$ cat config.mk
export PLATFORM = sky130hd
export DESIGN_NAME = risc16_sequencer
export DESIGN_NICKNAME = d
export VERILOG_FILES = /design/src/rtl/risc16_pkg.sv /design/src/rtl/risc16_sequencer.sv
export SDC_FILE = /design/constraint.sdc
export NUM_CORES = 1
export LEC_CHECK = 0
export ABC_CLOCK_PERIOD_IN_PS = 3600
export BUFFER_PORTS_ARGS = -buffer_cell sky130_fd_sc_hd__clkbuf_2
export CORE_MARGIN = 1.5
export CORE_UTILIZATION = 35
export CTS_CLUSTER_SIZE = 24
export DETAILED_ROUTE_END_ITERATION = 6
export SYNTH_ARGS = -nofsm -noshare
export SYNTH_HDL_FRONTEND = slang
export SYNTH_SLANG_ARGS = --single-unit
$ cat constraint.sdc
create_clock -name clk -period 3.6 [get_ports clk]
set_clock_uncertainty 0.05 [all_clocks]
set_input_delay 0.18 -clock clk [delete_from_list [all_inputs] [get_ports clk]]
set_output_delay 0.18 -clock clk [all_outputs]
set_load 0.01 [all_outputs]
$ cat src/rtl/risc16_pkg.sv
// risc16_pkg: opcode, state and datapath-select encodings shared by the RiSC-16 control slice
package risc16_pkg;
   typedef enum logic [2:0] {OP_ADD, OP_ADDI, OP_NAND, OP_LUI, OP_SW, OP_LW, OP_BEQ, OP_JALR} opcode_e;
   typedef enum logic [2:0] {S_FETCH, S_DECODE, S_EXEC, S_MEM, S_WB, S_HALT} state_e;
   localparam logic [1:0] PC_NEXT = 2'd0, PC_BRANCH = 2'd1, PC_REGB = 2'd2;
   localparam logic [1:0] ALU_ADD = 2'd0, ALU_NAND = 2'd1, ALU_CMP = 2'd3;
   localparam logic [1:0] WB_ALU = 2'd0, WB_MEM = 2'd1, WB_PC1 = 2'd2, WB_IMM = 2'd3;
endpackage

$ cat src/rtl/risc16_sequencer.sv
// risc16_sequencer: multi-cycle FETCH/DECODE/EXEC/MEM/WB control with ready stalls and retire counter
module risc16_sequencer
   import risc16_pkg::*;
#(
   parameter int CNT_W = 16
) (
   input  logic             clk,
   input  logic             reset,
   input  logic [2:0]       opcode,
   input  logic             alu_eq,
   input  logic             imem_ready,
   input  logic             dmem_ready,
   input  logic             halt_req,
   output logic             imem_req,
   output logic             ir_we,
   output logic             pc_we,
   output logic [1:0]       pc_sel,
   output logic             alu_src,
   output logic [1:0]       alu_op,
   output logic             rf_we,
   output logic [1:0]       wb_sel,
   output logic             dmem_req,
   output logic             dmem_we,
   output logic             retire,
   output logic [CNT_W-1:0] instret,
   output logic [2:0]       state
);
   state_e st, nx;
   logic [CNT_W-1:0] cnt;
   logic en, ex, mem, wb;
   logic is_sw, is_lw, is_beq, is_jalr, is_lui;
   assign is_sw   = opcode == OP_SW;
   assign is_lw   = opcode == OP_LW;
   assign is_beq  = opcode == OP_BEQ;
   assign is_jalr = opcode == OP_JALR;
   assign is_lui  = opcode == OP_LUI;
   always_comb begin
      nx = st;
      case (st)
         S_FETCH:  nx = halt_req ? S_HALT : imem_ready ? S_DECODE : S_FETCH;
         S_DECODE: nx = (is_lui || is_jalr) ? S_WB : S_EXEC;
         S_EXEC:   nx = is_beq ? S_FETCH : (is_sw || is_lw) ? S_MEM : S_WB;
         S_MEM:    nx = !dmem_ready ? S_MEM : is_sw ? S_FETCH : S_WB;
         S_WB:     nx = S_FETCH;
         default:  nx = S_HALT;
      endcase
   end
   // reset forces every output low in the same cycle, even mid-instruction
   assign en  = !reset;
   assign ex  = en && st == S_EXEC;
   assign mem = en && st == S_MEM;
   assign wb  = en && st == S_WB;
   always_comb begin
      imem_req = en && st == S_FETCH && !halt_req;
      ir_we    = imem_req && imem_ready;
      alu_src  = ex && (opcode == OP_ADDI || is_sw || is_lw);
      alu_op   = !ex ? ALU_ADD : opcode == OP_NAND ? ALU_NAND : is_beq ? ALU_CMP : ALU_ADD;
      dmem_req = mem;
      dmem_we  = mem && is_sw;
      rf_we    = wb;
      wb_sel   = !wb ? WB_ALU : is_lw ? WB_MEM : is_jalr ? WB_PC1 : is_lui ? WB_IMM : WB_ALU;
      pc_we    = (ex && is_beq) || (mem && dmem_ready && is_sw) || wb;
      pc_sel   = (ex && is_beq && alu_eq) ? PC_BRANCH : (wb && is_jalr) ? PC_REGB : PC_NEXT;
      retire   = pc_we;
      state    = en ? st : S_FETCH;
      instret  = en ? cnt : '0;
   end
   always_ff @(posedge clk) begin
      if (reset) begin
         st  <= S_FETCH;
         cnt <= '0;
      end else begin
         st  <= nx;
         cnt <= cnt + {{(CNT_W-1){1'b0}}, retire};
      end
   end
endmodule

* After elaboration in Yosys (flattened, before gate mapping) *
Cells that the tools add are included.

word-level totals
  bits in registers = 19
  logic and storage cells = 55
  input bits = 9
  output and inout bits = 33

operators by class
  muxes and demuxes = 19
  reductions and logical operators = 22
  equal/unequal tests = 11
  add/sub/neg operators = 1

operators with widths
  kind                                           count
  two-way mux 3 bit                              7
  two-way mux 2 bit                              9
  adder 16 x 1 -> 16 bit                         1
  two-way mux 16 bit                             1
  == test 3 bit, second input constant           5
  case mux 3 bit (5 select lines)                1
  logical AND 1 bit                              13
  == test 3 x 2 -> 1 bit, second input constant  4
  == test 3 x 1 -> 1 bit, second input constant  2
  logical OR 1 bit                               6
  zero test 3 bit                                1
  zero test 1 bit                                2
  two-way mux 1 bit                              1

* Longest topological paths before layout *
  depth in word-level cells = 7
  gate-level depth with buffers = 8
  depth with buffers taken out = 8

* Worst setup path after synthesis *
OpenSTA, ideal clock, no wires.

  kind = reg2reg
  start = reg st[0]
  end = reg cnt[14]
  data arrival time = 2.414 ns
  required time = 3.429 ns
  path buffers = 0
  cell stages (with the launch flop) = 9
  clock period less this slack = 2.584 ns
  path slack = 1.016 ns
  library setup time = 0.121 ns
  cell sequence = dfxtp_1 -> or3_1 -> nor2_1 -> a41o_1 -> ha_1 -> ha_1 -> nand4_2 -> nor4_2 -> mux2_2

between the ends
  elaborated cells on any way between the ends = 12
  those cells by class = add/sub (1); eq/ne (3); reduce/logical (8)

RTL lines
  element                 line                    RTL
  start, declared         risc16_sequencer.sv:28  state_e st, nx;
  start signal, assigned  risc16_sequencer.sv:73  st <= nx;
  == test 3 bit           risc16_sequencer.sv:52  assign wb = en && st == S_WB;
  logical AND 1 bit       risc16_sequencer.sv:52
  named net rf_we         risc16_sequencer.sv:20  output logic rf_we,
  logical OR 1 bit        risc16_sequencer.sv:62  pc_we = (ex && is_beq) || (mem && dmem_ready && is_sw) || wb;
  named net pc_we         risc16_sequencer.sv:16  output logic pc_we,
  adder 16 x 1 -> 16 bit  risc16_sequencer.sv:74  cnt <= cnt + {{(CNT_W-1){1'b0}}, retire};
  end signal, assigned    risc16_sequencer.sv:74
  end, declared           risc16_sequencer.sv:29  logic [CNT_W-1:0] cnt;

The timed path passes the listed nets, and every way through them passes these cells.
A chain may end at the register's enable or synchronous reset.

* Worst setup path after layout *
  start = reg st[0]
  end = reg cnt[14]

between the ends
  word-level cells in the longest chain between the ends = 7
  elaborated cells on any way between the ends = 12
  those cells by class = add/sub (1); eq/ne (3); reduce/logical (8)

RTL lines
  element                          line                    RTL
  == test 3 x 2 -> 1 bit           risc16_sequencer.sv:51  assign mem = en && st == S_MEM;
  logical AND 1 bit                risc16_sequencer.sv:51
  logical AND 1 bit (2 in series)  risc16_sequencer.sv:62
  logical OR 1 bit                 risc16_sequencer.sv:62
  logical OR 1 bit *               risc16_sequencer.sv:62
  adder 16 x 1 -> 16 bit *         risc16_sequencer.sv:74

Mark *: on every way between the ends. The rest lies on a longest branch, timed or not.

==> flow_summary.ini <==
[flow_run]
maxCapViolations = 0

[placed_design]
place_hpwl_um = 2000
io_buffers = 41
place_ws_ps = 833
gp_congestion = 0.823

[setup_path]
cp_max_fo = 16
start_kind = register
critPathTopFamily = simple AND/OR/NAND/NOR gates
worstSetupEndpointType = register
worstPathCellList = or3_1 > nor2_1 > a41o_1 > ha_1 > ha_1 > nand4_2 > nor4_2 > mux2_2
crit_slowest_cell = or3_1
crit_required_ps = 3760
max_stage_delay_ps = 490
path_class = reg -> reg
cp.arrival_ps = 2940
cpMostUsedCell = ha_1
path_buf_inv = 0

[sta]
drv_slew = 0
fin_hold_ws_ps = 82.3
hold_viol_final = 0
rsz0062_at_grt = no
setup_ws_ps = 818
clock.fmax_ghz = 0.359
fin_crit_sh_pct = 77.3
relSlewSlack_pct = 69.7
setup-tns-final_ps = 0
final-setup-viol-count = 0
final.min_clock_period_ps = 2780
worst_pin_slew_ps = 454

[cts]
cts_sinks = 19
cts_buffer_depth = 2
cts_root_buffer = clkbuf_4
cts_tree = done
clk_pin_slew_worst_paths_ps = 110
cts_hold_buffers = 0
cts_htree_levels = 1
post_cts_buffers = 0
cts.repair.resized = 0
clock_latency_ps = 300
cts_made_buffers = 3

[power_and_ir_drop]
p_sw_mw = 0.126
clkPwrFrac_pct = 26.4
swShare_pct = 30.1
powerDensity_nw_per_um2 = 289
internal_power_mw = 0.293
leakage_nw = 0.642
combPwrFrac_pct = 18.0
peakVddDrop_mv = 0.137
p_seq_share_pct = 55.5

[logic_synthesis]
synth-seq-cells = 19
netlist_area_um2 = 1220
synth_edf_count = 0
synth_fa_ha_area_share_pct = 2.06
yosysWarnings = 0
synth-simple-area-share_pct = 39.3
synth.area.top_cells = dfxtp_1 31%, nor2b_1 8.7%, mux2_2 7.4%
synth_nets = 158
synth.area.mux_share_pct = 8.23
synth_top_family_by_area = simple AND/OR/NAND/NOR gates
synth_compound_area_share_pct = 9.47
synth_top_cell_by_area = dfxtp_1
ys_seq_area_share_pct = 31.3
syn_avg_cell_area_um2 = 8.27
synthDistinctLibCells = 43
synthArstFlopShare_pct = 0
syn-instance-count = 147
synth_top_flop_cell = dfxtp_1
synth-xor-area-share_pct = 2.88
synth_top_area_share_pct = 31.3

[die]
die-area_um2 = 3840
die_h_um = 61.9
die_w_um = 61.9
initial_core_util_pct = 36.4
io_pins = 42
row_count = 21
coreArea_um2 = 3340

[finish]
multiInputGateArea_um2 = 753
n_fill_cell = 366
syn2layout_area_growth_pct = 19.4
regArea_um2 = 380
mostFrequentLayoutCells = 41 x clkbuf_2, 19 x nor2_1, 19 x dfxtp_1
nNetsFinal = 196
final_common_cell = clkbuf_2
antennaDiodeCount = 0
final_layout_size_suffix_gt1_share_pct = 33.2

[run_status]
status = complete, no violations

[detailed_routing]
drtAntennaViolNets = 0
vias_per_cell = 4.99
wirelength_um = 2610
drcViolationCount = 0
first_pass_iters = 4
vias = 1148
drtIter0Drc = 13
post_drt_wl_per_cell_um = 11.3

[grt]
antenna_found_initial = 0
grt_pass1_vias = 913
grt_max_degree = 36
grt_usage_pct = 13.6
gr-total-overflow = 0
grt_pass1_wl_um = 3930

[hold_path]
hold_class = in -> reg
## cells by family after synthesis
group / Yosys count
muxes: 9
AOI/OAI and AO/OA: 17
xor gates and xnor gates: 4
buffers and inverters: 15
and+or+nand+nor: 81
adders and majority gates: 2
DFF: 19
## metal layers
| layer | global-route usage [%] | vias to the layer above | routed length (um) |
|---|---|---|---|
| li1 | - | 591 | - |
| met1 | 19.6 | 521 | 1300 |
| met2 | 19.8 | 36 | 1160 |
| met3 | 4.55 | 0 | 143 |
| met4 | 2.74 | 0 | 0 |
| met5 | 0 | - | 0 |
## registers in the layout (all words and copies together), names as in the netlist
signal and count:
st 3, cnt 16
## area by class of cell
cell class / instances / area share (%)
flip-flops and latches: 19 / 26.2
inverters: 6 / 1.55
clock buffers: 4 / 1.81
well taps: 46 / 3.96
repair buffers: 42 / 14.6
multi-input cells: 113 / 51.9
## cells in the mapped netlist, types with 3 or more instances
master     n
o211ai_1   3
nor2b_1   17
mux2_2     8
a21oi_1    3
inv_1      5
clkbuf_1   3
nor3_1     4
nor2_1    19
dfxtp_1   19
nand2_1    9
and2_1     3
nor4_1     4
buf_2      3
nand3_1    4
or3_1      5
## per-stage QoR
step	util, %	total power, mW	std cells	instance area [um2]
2_1_floorplan	-	0.292	147	1220
3_5_place_dp	42.7	0.313	226	1430
5_1_grt	43.5	0.443	230	1450
4_1_cts	43.5	0.424	230	1450
3_3_place_gp	42.7	0.310	226	1430
6_report	43.5	0.420	230	1450
## worst reg2reg max path: stages (launching register included)
cell     delay [ps]
dfxtp_1         460
or3_1           490
nor2_1          180
a41o_1          170
ha_1            230
ha_1            240
nand4_2         210
nor4_2          300
mux2_2          350
## power by group through the flow
| stage | logic [mW] | clock network (mW) | registers, mW |
|---|---|---|---|
| 6_report | 0.0756 | 0.111 | 0.233 |
| 3_3_place_gp | 0.0744 | 0 | 0.236 |
| 5_1_grt | 0.0845 | 0.124 | 0.235 |
| 3_5_place_dp | 0.0763 | 0 | 0.237 |
| 4_1_cts | 0.0763 | 0.116 | 0.232 |
| 2_1_floorplan | 0.0637 | 0 | 0.228 |
## path summary, 6_finish.rpt
path | from | end | slack [ps] | depth (start not counted)
min | reset | cnt[0] | 80 | 2
min reg2reg | cnt[14] | cnt[14] | 520 | 2
max reg2reg | st[0] | cnt[14] | 820 | 8
max | st[0] | cnt[14] | 820 | 8
No activity file was read; power rests on OpenSTA's default activity.
